--- src/rtl/sdram_frame_fetcher_if.sv ---
// Request bus toward the single-word SDRAM read controller
// and the valid/ready pixel stream toward the display pipeline.
interface sdram_frame_fetcher_if;
  logic [24:0] mem_address;
  logic        mem_read_enable;
  logic [15:0] mem_data_in;
  logic        mem_read_done;
  logic [15:0] pix_data;
  logic        pix_valid;
  logic        pix_ready;

  modport master (
    output mem_address,
    output mem_read_enable,
    input  mem_data_in,
    input  mem_read_done,
    output pix_data,
    output pix_valid,
    input  pix_ready
  );

  modport slave (
    input  mem_address,
    input  mem_read_enable,
    output mem_data_in,
    output mem_read_done,
    input  pix_data,
    input  pix_valid,
    output pix_ready
  );
endinterface

--- src/rtl/sdram_frame_fetcher.sv ---
// Walks a frame-buffer region one SDRAM word at a time, one request
// in flight, and buffers returned words in a small FWFT FIFO.
module sdram_frame_fetcher #(
  parameter logic [24:0] BASE_ADDR   = 25'd0,
  parameter int unsigned FRAME_WORDS = 307200,
  parameter int unsigned FIFO_DEPTH  = 16,
  localparam int AW = $clog2(FIFO_DEPTH),
  localparam int LW = AW + 1
) (
  input  logic          clk,
  input  logic          reset,
  input  logic          start,
  output logic          busy,
  output logic          frame_done,
  output logic [LW-1:0] fifo_level,
  sdram_frame_fetcher_if.master bus
);

  localparam logic [LW-1:0] DEPTH_L = LW'(FIFO_DEPTH);
  localparam logic [24:0]   WORDS_L = 25'(FRAME_WORDS);
  localparam logic [24:0]   LAST_L  = 25'(FRAME_WORDS - 1);

  typedef enum logic [2:0] {
    S_IDLE,
    S_THROTTLE,
    S_REQ,
    S_WAIT,
    S_FINISH
  } state_e;

  state_e        state_q, state_d;
  logic [24:0]   idx_q, idx_d;
  logic [24:0]   addr_q, addr_d;
  logic          rden_q, rden_d;
  logic          busy_q, busy_d;
  logic          fdone_q, fdone_d;
  logic          rd_done_q;
  logic [AW-1:0] wptr_q, rptr_q;
  logic [LW-1:0] cnt_q, cnt_d;
  logic [15:0]   mem_q [FIFO_DEPTH];

  logic done_rise;
  logic push;
  logic pop;
  logic valid;

  // read_done is a level; only its rising edge marks returned data
  assign done_rise = bus.mem_read_done & ~rd_done_q;
  assign valid     = (cnt_q != '0);
  assign pop       = valid & bus.pix_ready;

  always_comb begin
    state_d = state_q;
    idx_d   = idx_q;
    addr_d  = addr_q;
    push    = 1'b0;
    unique case (state_q)
      S_IDLE: begin
        if (start) begin
          idx_d   = '0;
          addr_d  = BASE_ADDR;
          state_d = S_THROTTLE;
        end
      end
      S_THROTTLE: begin
        if (!bus.mem_read_done &&
            cnt_q < DEPTH_L &&
            idx_q < WORDS_L)
          state_d = S_REQ;
      end
      S_REQ: state_d = S_WAIT;
      S_WAIT: begin
        if (done_rise) begin
          push    = 1'b1;
          idx_d   = idx_q + 25'd1;
          addr_d  = BASE_ADDR + idx_q + 25'd1;
          state_d = (idx_q == LAST_L) ?
                    S_FINISH : S_THROTTLE;
        end
      end
      S_FINISH: state_d = S_IDLE;
      default:  state_d = S_IDLE;
    endcase
    rden_d  = (state_d == S_REQ);
    fdone_d = (state_d == S_FINISH);
    busy_d  = (state_d == S_THROTTLE) ||
              (state_d == S_REQ) ||
              (state_d == S_WAIT);
    cnt_d   = cnt_q + LW'(push) - LW'(pop);
  end

  always_ff @(posedge clk or posedge reset) begin
    if (reset) begin
      state_q   <= S_IDLE;
      idx_q     <= '0;
      addr_q    <= '0;
      rden_q    <= 1'b0;
      busy_q    <= 1'b0;
      fdone_q   <= 1'b0;
      rd_done_q <= 1'b0;
      wptr_q    <= '0;
      rptr_q    <= '0;
      cnt_q     <= '0;
    end else begin
      state_q   <= state_d;
      idx_q     <= idx_d;
      addr_q    <= addr_d;
      rden_q    <= rden_d;
      busy_q    <= busy_d;
      fdone_q   <= fdone_d;
      rd_done_q <= bus.mem_read_done;
      cnt_q     <= cnt_d;
      if (push)
        wptr_q <= wptr_q + 1'b1;
      if (pop)
        rptr_q <= rptr_q + 1'b1;
    end
  end

  always_ff @(posedge clk) begin
    if (push)
      mem_q[wptr_q] <= bus.mem_data_in;
  end

  assign bus.mem_address     = addr_q;
  assign bus.mem_read_enable = rden_q;
  assign bus.pix_valid       = valid;
  // head word is masked while empty so stale data never leaks out
  assign bus.pix_data        = valid ? mem_q[rptr_q] : 16'h0;
  assign busy                = busy_q;
  assign frame_done          = fdone_q;
  assign fifo_level          = cnt_q;

endmodule

--- src/flat_wrapper.sv ---
// flat-port wrapper written by rule: the top's interface ports become plain ports
module sdram_frame_fetcher_flat 
#(
  parameter logic [24:0] BASE_ADDR   = 25'd0,
  parameter int unsigned FRAME_WORDS = 307200,
  parameter int unsigned FIFO_DEPTH  = 16,
  localparam int AW = $clog2(FIFO_DEPTH),
  localparam int LW = AW + 1
)
  (clk, reset, start, busy, frame_done, fifo_level, bus_mem_address, bus_mem_read_enable, bus_mem_data_in, bus_mem_read_done, bus_pix_data, bus_pix_valid, bus_pix_ready);
  sdram_frame_fetcher_if bus_i ();
  input  logic clk;
  input  logic reset;
  input  logic start;
  output logic busy;
  output logic frame_done;
  output logic [LW-1:0] fifo_level;
  output wire logic [$bits(bus_i.mem_address)-1:0] bus_mem_address;
  output wire logic [$bits(bus_i.mem_read_enable)-1:0] bus_mem_read_enable;
  input wire logic [$bits(bus_i.mem_data_in)-1:0] bus_mem_data_in;
  input wire logic [$bits(bus_i.mem_read_done)-1:0] bus_mem_read_done;
  output wire logic [$bits(bus_i.pix_data)-1:0] bus_pix_data;
  output wire logic [$bits(bus_i.pix_valid)-1:0] bus_pix_valid;
  input wire logic [$bits(bus_i.pix_ready)-1:0] bus_pix_ready;
  assign bus_mem_address = bus_i.mem_address;
  assign bus_mem_read_enable = bus_i.mem_read_enable;
  assign bus_i.mem_data_in = bus_mem_data_in;
  assign bus_i.mem_read_done = bus_mem_read_done;
  assign bus_pix_data = bus_i.pix_data;
  assign bus_pix_valid = bus_i.pix_valid;
  assign bus_i.pix_ready = bus_pix_ready;
  sdram_frame_fetcher #(.BASE_ADDR(BASE_ADDR), .FRAME_WORDS(FRAME_WORDS), .FIFO_DEPTH(FIFO_DEPTH)) u_core (.clk(clk), .reset(reset), .start(start), .busy(busy), .frame_done(frame_done), .fifo_level(fifo_level), .bus(bus_i));
endmodule
--- config.mk ---
export PLATFORM = sky130hd
export DESIGN_NAME = sdram_frame_fetcher_flat
export DESIGN_NICKNAME = d
export VERILOG_FILES = /design/src/rtl/sdram_frame_fetcher_if.sv /design/src/rtl/sdram_frame_fetcher.sv /design/src/flat_wrapper.sv
export SDC_FILE = /design/constraint.sdc
export NUM_CORES = 1
export LEC_CHECK = 0
export BUFFER_PORTS_ARGS = -buffer_cell sky130_fd_sc_hd__buf_2
export CAP_MARGIN = 20
export CORE_ASPECT_RATIO = 1.75
export CORE_MARGIN = 3
export CORE_UTILIZATION = 35
export DETAILED_ROUTE_END_ITERATION = 10
export PLACE_DENSITY = 0.47
export SLEW_MARGIN = 20
export SYNTH_ARGS = -nofsm -noshare
export SYNTH_HDL_FRONTEND = slang
export SYNTH_SLANG_ARGS = --single-unit
export TNS_END_PERCENT = 10
--- constraint.sdc ---
create_clock -name clk -period 6.6 [get_ports clk]
set_clock_uncertainty 0.1 [all_clocks]
set_input_delay 0.33 -clock clk [delete_from_list [all_inputs] [get_ports clk]]
set_output_delay 0.33 -clock clk [all_outputs]
set_load 0.05 [all_outputs]
Word-level counts from Yosys, hierarchy flattened. Memory sizes are Yosys's and may differ from the RTL's. Cells that the tools add are included.

Word-level logic and storage cells: 52. Memory bits (read-only): 0. Memories kept: 1. Input port bits: 21. Bits in latches: 0. Bits in writable memories: 256. Flip-flop bits (word level): 45. Output and inout bits: 50.

Memory list: u_core.mem_q (depth 16, width 16, read ports 1, clocked after memory_dff 0, wr ports 1, line sdram_frame_fetcher.sv:40) `logic [15:0] mem_q [FIFO_DEPTH];`.

Shift-type cells: 0. Multipliers: 0. Divide/modulo/power cells: 0. Equality and inequality tests: 10. Add/subtract/negate cells: 5. Reduce and logical (&&, ||, !) cells: 9. Order comparisons: 2. Bitwise logic cells: 3. Mux-type cells: 13.

Operator list (count): $mux 25 (2); $pmux 25 s2 (1); $add 25x1->25 const B (1); $eq 25x19->1 const B (1); $lt 25x19->1 const B (1); $mux 16 (1); $eq 3x2->1 const B (4); $mux 3 (4); $pmux 3 s4 (1); $add 4x1->4 const B (2); $eq 3x1->1 const B (2); $add 5x1->5 (1); $lt 5x5->1 const B (1); $reduce_bool 5->1 (1); $sub 5x1->5 (1); $mux 1 (4); $eq 3x3->1 const B (1); $logic_not 3->1 (1); $reduce_and 3->1 (1); $and 1x1->1 (2); $logic_and 1x1->1 (2); $logic_or 1x1->1 (2); $ne 2x1->1 const B (1); $ne 2x2->1 const B (1); 3 further kinds (3).

Logic depth before layout (Yosys ltp).
Word-level depth: 8. Depth in mapped cells: 15. Gate-level depth less buffers: 13.

Worst setup path after synthesis. Ideal clock, no wire load.

Path kind: reg2reg. Start: register u_core.cnt_q[3], in the netlist u_core.fifo_level[3]. End: register u_core.cnt_q[4], in the netlist u_core.fifo_level[4]. Data arrival time: 3021 ps. Required time: 6420 ps. Cell stages (with the launch flop): 16. Period minus slack after synthesis: 3201 ps. Path buffers: 2. Setup slack: 3399 ps. Setup time: 80 ps. Path through: dfrtp_1 inv_1 ha_1 or4b_4 buf_6 and2_1 clkbuf_1 ha_1 inv_1 ha_1 inv_1 fa_1 inv_1 a21oi_1 o21bai_1 xnor2_1.

Longest elaborated chain between the ends: 3. Elaborated cells between the ends (all ways): 4. Classes of those cells: add/sub: 2; bitwise: 1; reduce/logical: 1.

Ends and longest elaborated chain: from (decl) (line sdram_frame_fetcher.sv:39) `logic [LW-1:0] cnt_q, cnt_d;`; from (signal assigned) (line sdram_frame_fetcher.sv:112) `cnt_q <= cnt_d;`; $reduce_bool 5->1 (line sdram_frame_fetcher.sv:49) `assign valid = (cnt_q != '0);`; named net bus_pix_valid (line flat_wrapper.sv:23) `output wire logic [$bits(bus_i.pix_valid)-1:0] bus_pix_valid;`; $and 1x1->1 (line sdram_frame_fetcher.sv:50) `assign pop = valid & bus.pix_ready;`; named net u_core.pop (line sdram_frame_fetcher.sv:44) `logic pop;`; $sub 5x1->5 (line sdram_frame_fetcher.sv:89) `cnt_d = cnt_q + LW'(push) - LW'(pop);`; named net u_core.cnt_d[4] (line sdram_frame_fetcher.sv:39).

The timed path passes the listed nets, and every way through them passes these cells. A chain may end at the register's enable or synchronous reset.

Final worst setup path.
Start: register u_core.rptr_q[0]. End: output bus_pix_data[1].

Longest elaborated chain between the ends: 2.

Ends and longest elaborated chain: from (decl) (line sdram_frame_fetcher.sv:38) `logic [AW-1:0] wptr_q, rptr_q;`; from (signal assigned) (line sdram_frame_fetcher.sv:116) `rptr_q <= rptr_q + 1'b1;`; $mem_v2 16x16; $mux 16 (line sdram_frame_fetcher.sv:129) `assign bus.pix_data = valid ? mem_q[rptr_q] : 16'h0;`; to (decl) (line flat_wrapper.sv:22) `output wire logic [$bits(bus_i.pix_data)-1:0] bus_pix_data;`.

Every way passes these cells.

==> metrics.md <==
| Metric | Value |
|---|---|
| FF+latch area | `8820 um^2` |
| Vias in the first global route | `7,329` |
| Seq cells post-synth | `301` |
| Antenna violations before repair | `0` |
| DP Area | `13,300 um^2` |
| Post-layout util | `41.4%` |
| Worst VDD drop | `roughly 0.22 mV` |
| Final Setup Violations | `0` |
| GPL Wtd Cong | `between 0.7 and 0.8` |
| Max stage delay on crit path | `0.85 ns` |
| Die area | `about 38,000 um^2` |
| Post-CTS Setup Inserts | `0` |
| Largest net degree at the start of global routing | `46` |
| Post-layout min period | `3.75 ns` |
| Dpl hpwl | `around 19,000 um` |
| DR vias | `between 6k and 7k` |
| FFs w/ async S/R, synth | `15.0%` |
| Cell area after synthesis | `approximately 12,000 um^2` |
| Pre-Repair DR Iteration Count | `4` |
| Final wirelength | `30,100 um` |
| PostCTS Resize Cnt | `0` |
| WP data required | `about 6 ns` |
| IO buf count | `70` |
| Die H | `255 um` |
| Multi-input gate area | `3360 um^2` |
| Slowest stage cell, crit path | `nor2_2` |
| Tcrit/Tclk final | `56.9%` |
| Core Region | `34,700 um^2` |
| First-pass GRT wire length | `about 45,000 um` |
| Cell row count | `90` |
| CTS tree | `yes` |
| Slew margin rel. | `a little under a third` |
| Skew-Pair Late Insertion Delay | `0.54 ns` |
| Total grt overflow | `0` |
| Part of the Yosys area used for sequential elements | `71.3%` |
| Gr usage total | `between 10% and 20%` |
| Final net count | `835` |
| Cell area after layout | `14,400 um^2` |
| Number of max-cap violations | `0` |
| Initial DRC count | `roughly 500` |
| CTS clk-pin slew, worst paths | `around 0.070 ns` |
| Synth Warn # | `0` |
| CP Capture Type | `output pin` |
| HP Class | `in -> reg` |
| Tightest Pin Transition | `0.998 ns` |
| TritonCTS Buffers | `28` |
| Kind of start point of the critical path | `flip-flop` |
| Root Driver | `clkbuf_16` |
| Post-synth top flop | `edfxtp_1` |
| Fmax | `roughly 270 MHz` |
| Post-synthesis cell count | `713` |
| Status | `completed` |
| Static Leakage | `between 5 and 6 nW` |
| # diodes | `0` |
| Netlist cell types | `55` |
| Crit path top cell by count | `a22oi_1` |
| # DRC | `0` |
| Via-per-instance ratio | `roughly 5.3` |
| Post-DR wirelength/cell | `23.5 um` |
| Post-synth net total | `747` |
| Area delta synth->final | `16.0%` |
| Clk buf depth | `3` |
| Final ANT Viol Nets | `0` |
| Power Total | `between 6 and 7 mW` |
| TritonCTS Sinks | `approximately 300` |
| Post-synth EDFFs | `around 260` |
| Critical path type | `reg -> out` |
| Fill cells | `~3.2k` |
| CP Max Fanout | `29` |
| Worst path arrival time | `3.32 ns` |
| Syn Area/Cell | `about 17 um^2` |
| Die width | `about 150 um` |
| Most frequent cells in the layout | `256 x edfxtp_1, 70 x buf_2, 50 x mux4_2, 43 x dfrtp_1, 37 x nand2_1` |
| Pwr Density | `419 nW/um^2` |
| I/O Pins | `71` |
| H-Tree Depth | `1` |
| Most common cell after layout, fill and taps aside | `edfxtp_1` |
| Slew Limit Fails | `0` |
| Setup TNS | `0 ns` |
| Crit path cell chain | `buf_4, nor2_2, a22oi_1, a22oi_1, o211ai_1, buf_2` |
| Fin. Hold Viols | `0` |
| RSZ-0062 raised after global routing | `false` |
| Initial core utilization | `35.7%` |
| Share of cells above drive strength 1 | `27.2%` |
==> synthesized netlist by cell type, types with 3 or more instances <==
library cell  count  share of area (%)
or4_1            13               0.79
edfxtp_1        256                 62
and4_1            6               0.42
o211ai_1         14               0.85
a22oi_1          19                1.2
buf_6             4               0.36
mux2i_1          33                2.7
dfrtp_1          45                9.1
xor2_1            7               0.50
nor2b_1           6               0.30
mux4_2           50                9.1
and2_1            8               0.40
o21ai_0           9               0.36
mux2_2            3               0.27
nor2_1           23               0.70
xnor2_1           8               0.57
nand2b_1          4               0.20
a22oi_2           7               0.71
nand2_1          37                1.1
clkbuf_1         11               0.33
a21oi_1          18               0.73
nor3_1            6               0.24
nand3_1          24               0.97
nand4_1           8               0.40
ha_1             12                1.2
o31ai_1          11               0.67
and3_1            3               0.15
buf_2            15               0.61
buf_1             4               0.12
inv_1            18               0.55
==> area by class of cell <==
class | count | area share (%)
clock buffer | 34 | 5.19
clock inverter | 18 | 1.75
inverter | 18 | 0.480
multi-input combinational | 359 | 23.4
sequential | 301 | 61.5
tap | 460 | 4.01
timing repair buffer | 93 | 3.68
==> layer usage <==
metal	up-vias	track usage, %	wire, um
met3	61	1.90	1180
li1	3019	-	-
met2	184	31.1	16800
met1	3549	18.2	11000
met5	-	0	0
met4	0	5.92	1030
==> worst max-delay path, delay by kind of cell, from the launching register on <==
family | cells | cell delay (ns)
AND/OR/NAND/NOR | 1 | 0.85
flip-flops | 1 | 0.69
buffers and inverters | 2 | 0.64
AO/OA/AOI/OAI | 3 | 0.58
==> power breakdown <==
group	switching (mW)	leakage, nW	internal, mW
logic	1.25	1.63	0.693
registers	0.192	2.89	2.15
clock network	0.693	0.487	1.04
==> registers in the layout, summed over array words and instances (netlist names) <==
signal	cells
u_core.rd_done_q	1
u_core.bus.mem_read_enable	1
u_core.mem_q	256
u_core.state_q	3
u_core.wptr_q	4
u_core.frame_done	1
u_core.fifo_level	5
u_core.rptr_q	4
u_core.busy	1
u_core.idx_q	25
==> metrics by stage <==
step | worst slack [ns] | hold WS (ns) | std cells
2_1_floorplan | 3.40 | 0.261 | 713
3_3_place_gp | 3.30 | 0.426 | 1229
3_5_place_dp | 3.23 | 0.430 | 1229
4_1_cts | 2.63 | 0.0343 | 1283
5_1_grt | 2.54 | 0.0584 | 1283
6_report | 2.85 | 0.0602 | 1283
==> repair_timing <==
| action | 4_1_cts | 5_1_grt |
|---|---|---|
| hold buffers | 2 | 0 |
| endpoints found under the setup margin | 0 | 0 |
| endpoints found under the hold margin | 46 | 0 |
==> final timing paths <==
kind	start	end	slack (ns)	cells past startpoint
max	u_core.rptr_q[0]	bus_pix_data[1]	2.85	6
min	bus_mem_data_in[11]	u_core.mem_q[0][11]	0.06	1
max reg2reg	u_core.state_q[2]	u_core.mem_q[14][13]	3.47	6
min reg2reg	u_core.idx_q[20]	u_core.idx_q[20]	0.51	2
max in group asynchronous	reset	u_core.rptr_q[1]	5.47	3
min in group asynchronous	reset	u_core.idx_q[11]	0.35	3
==> cell families after synthesis <==
kind of cell	after synthesis	synth area share (%)
buffers and inverters	53	2.03
AO/OA/AOI/OAI	92	5.40
multiplexers	87	12.1
AND/OR/NAND/NOR	152	6.71
flip-flops	301	71.3
adder cells (fa/ha/maj)	13	1.38
XOR/XNOR	15	1.06
Power figures use the tool's default switching activity.
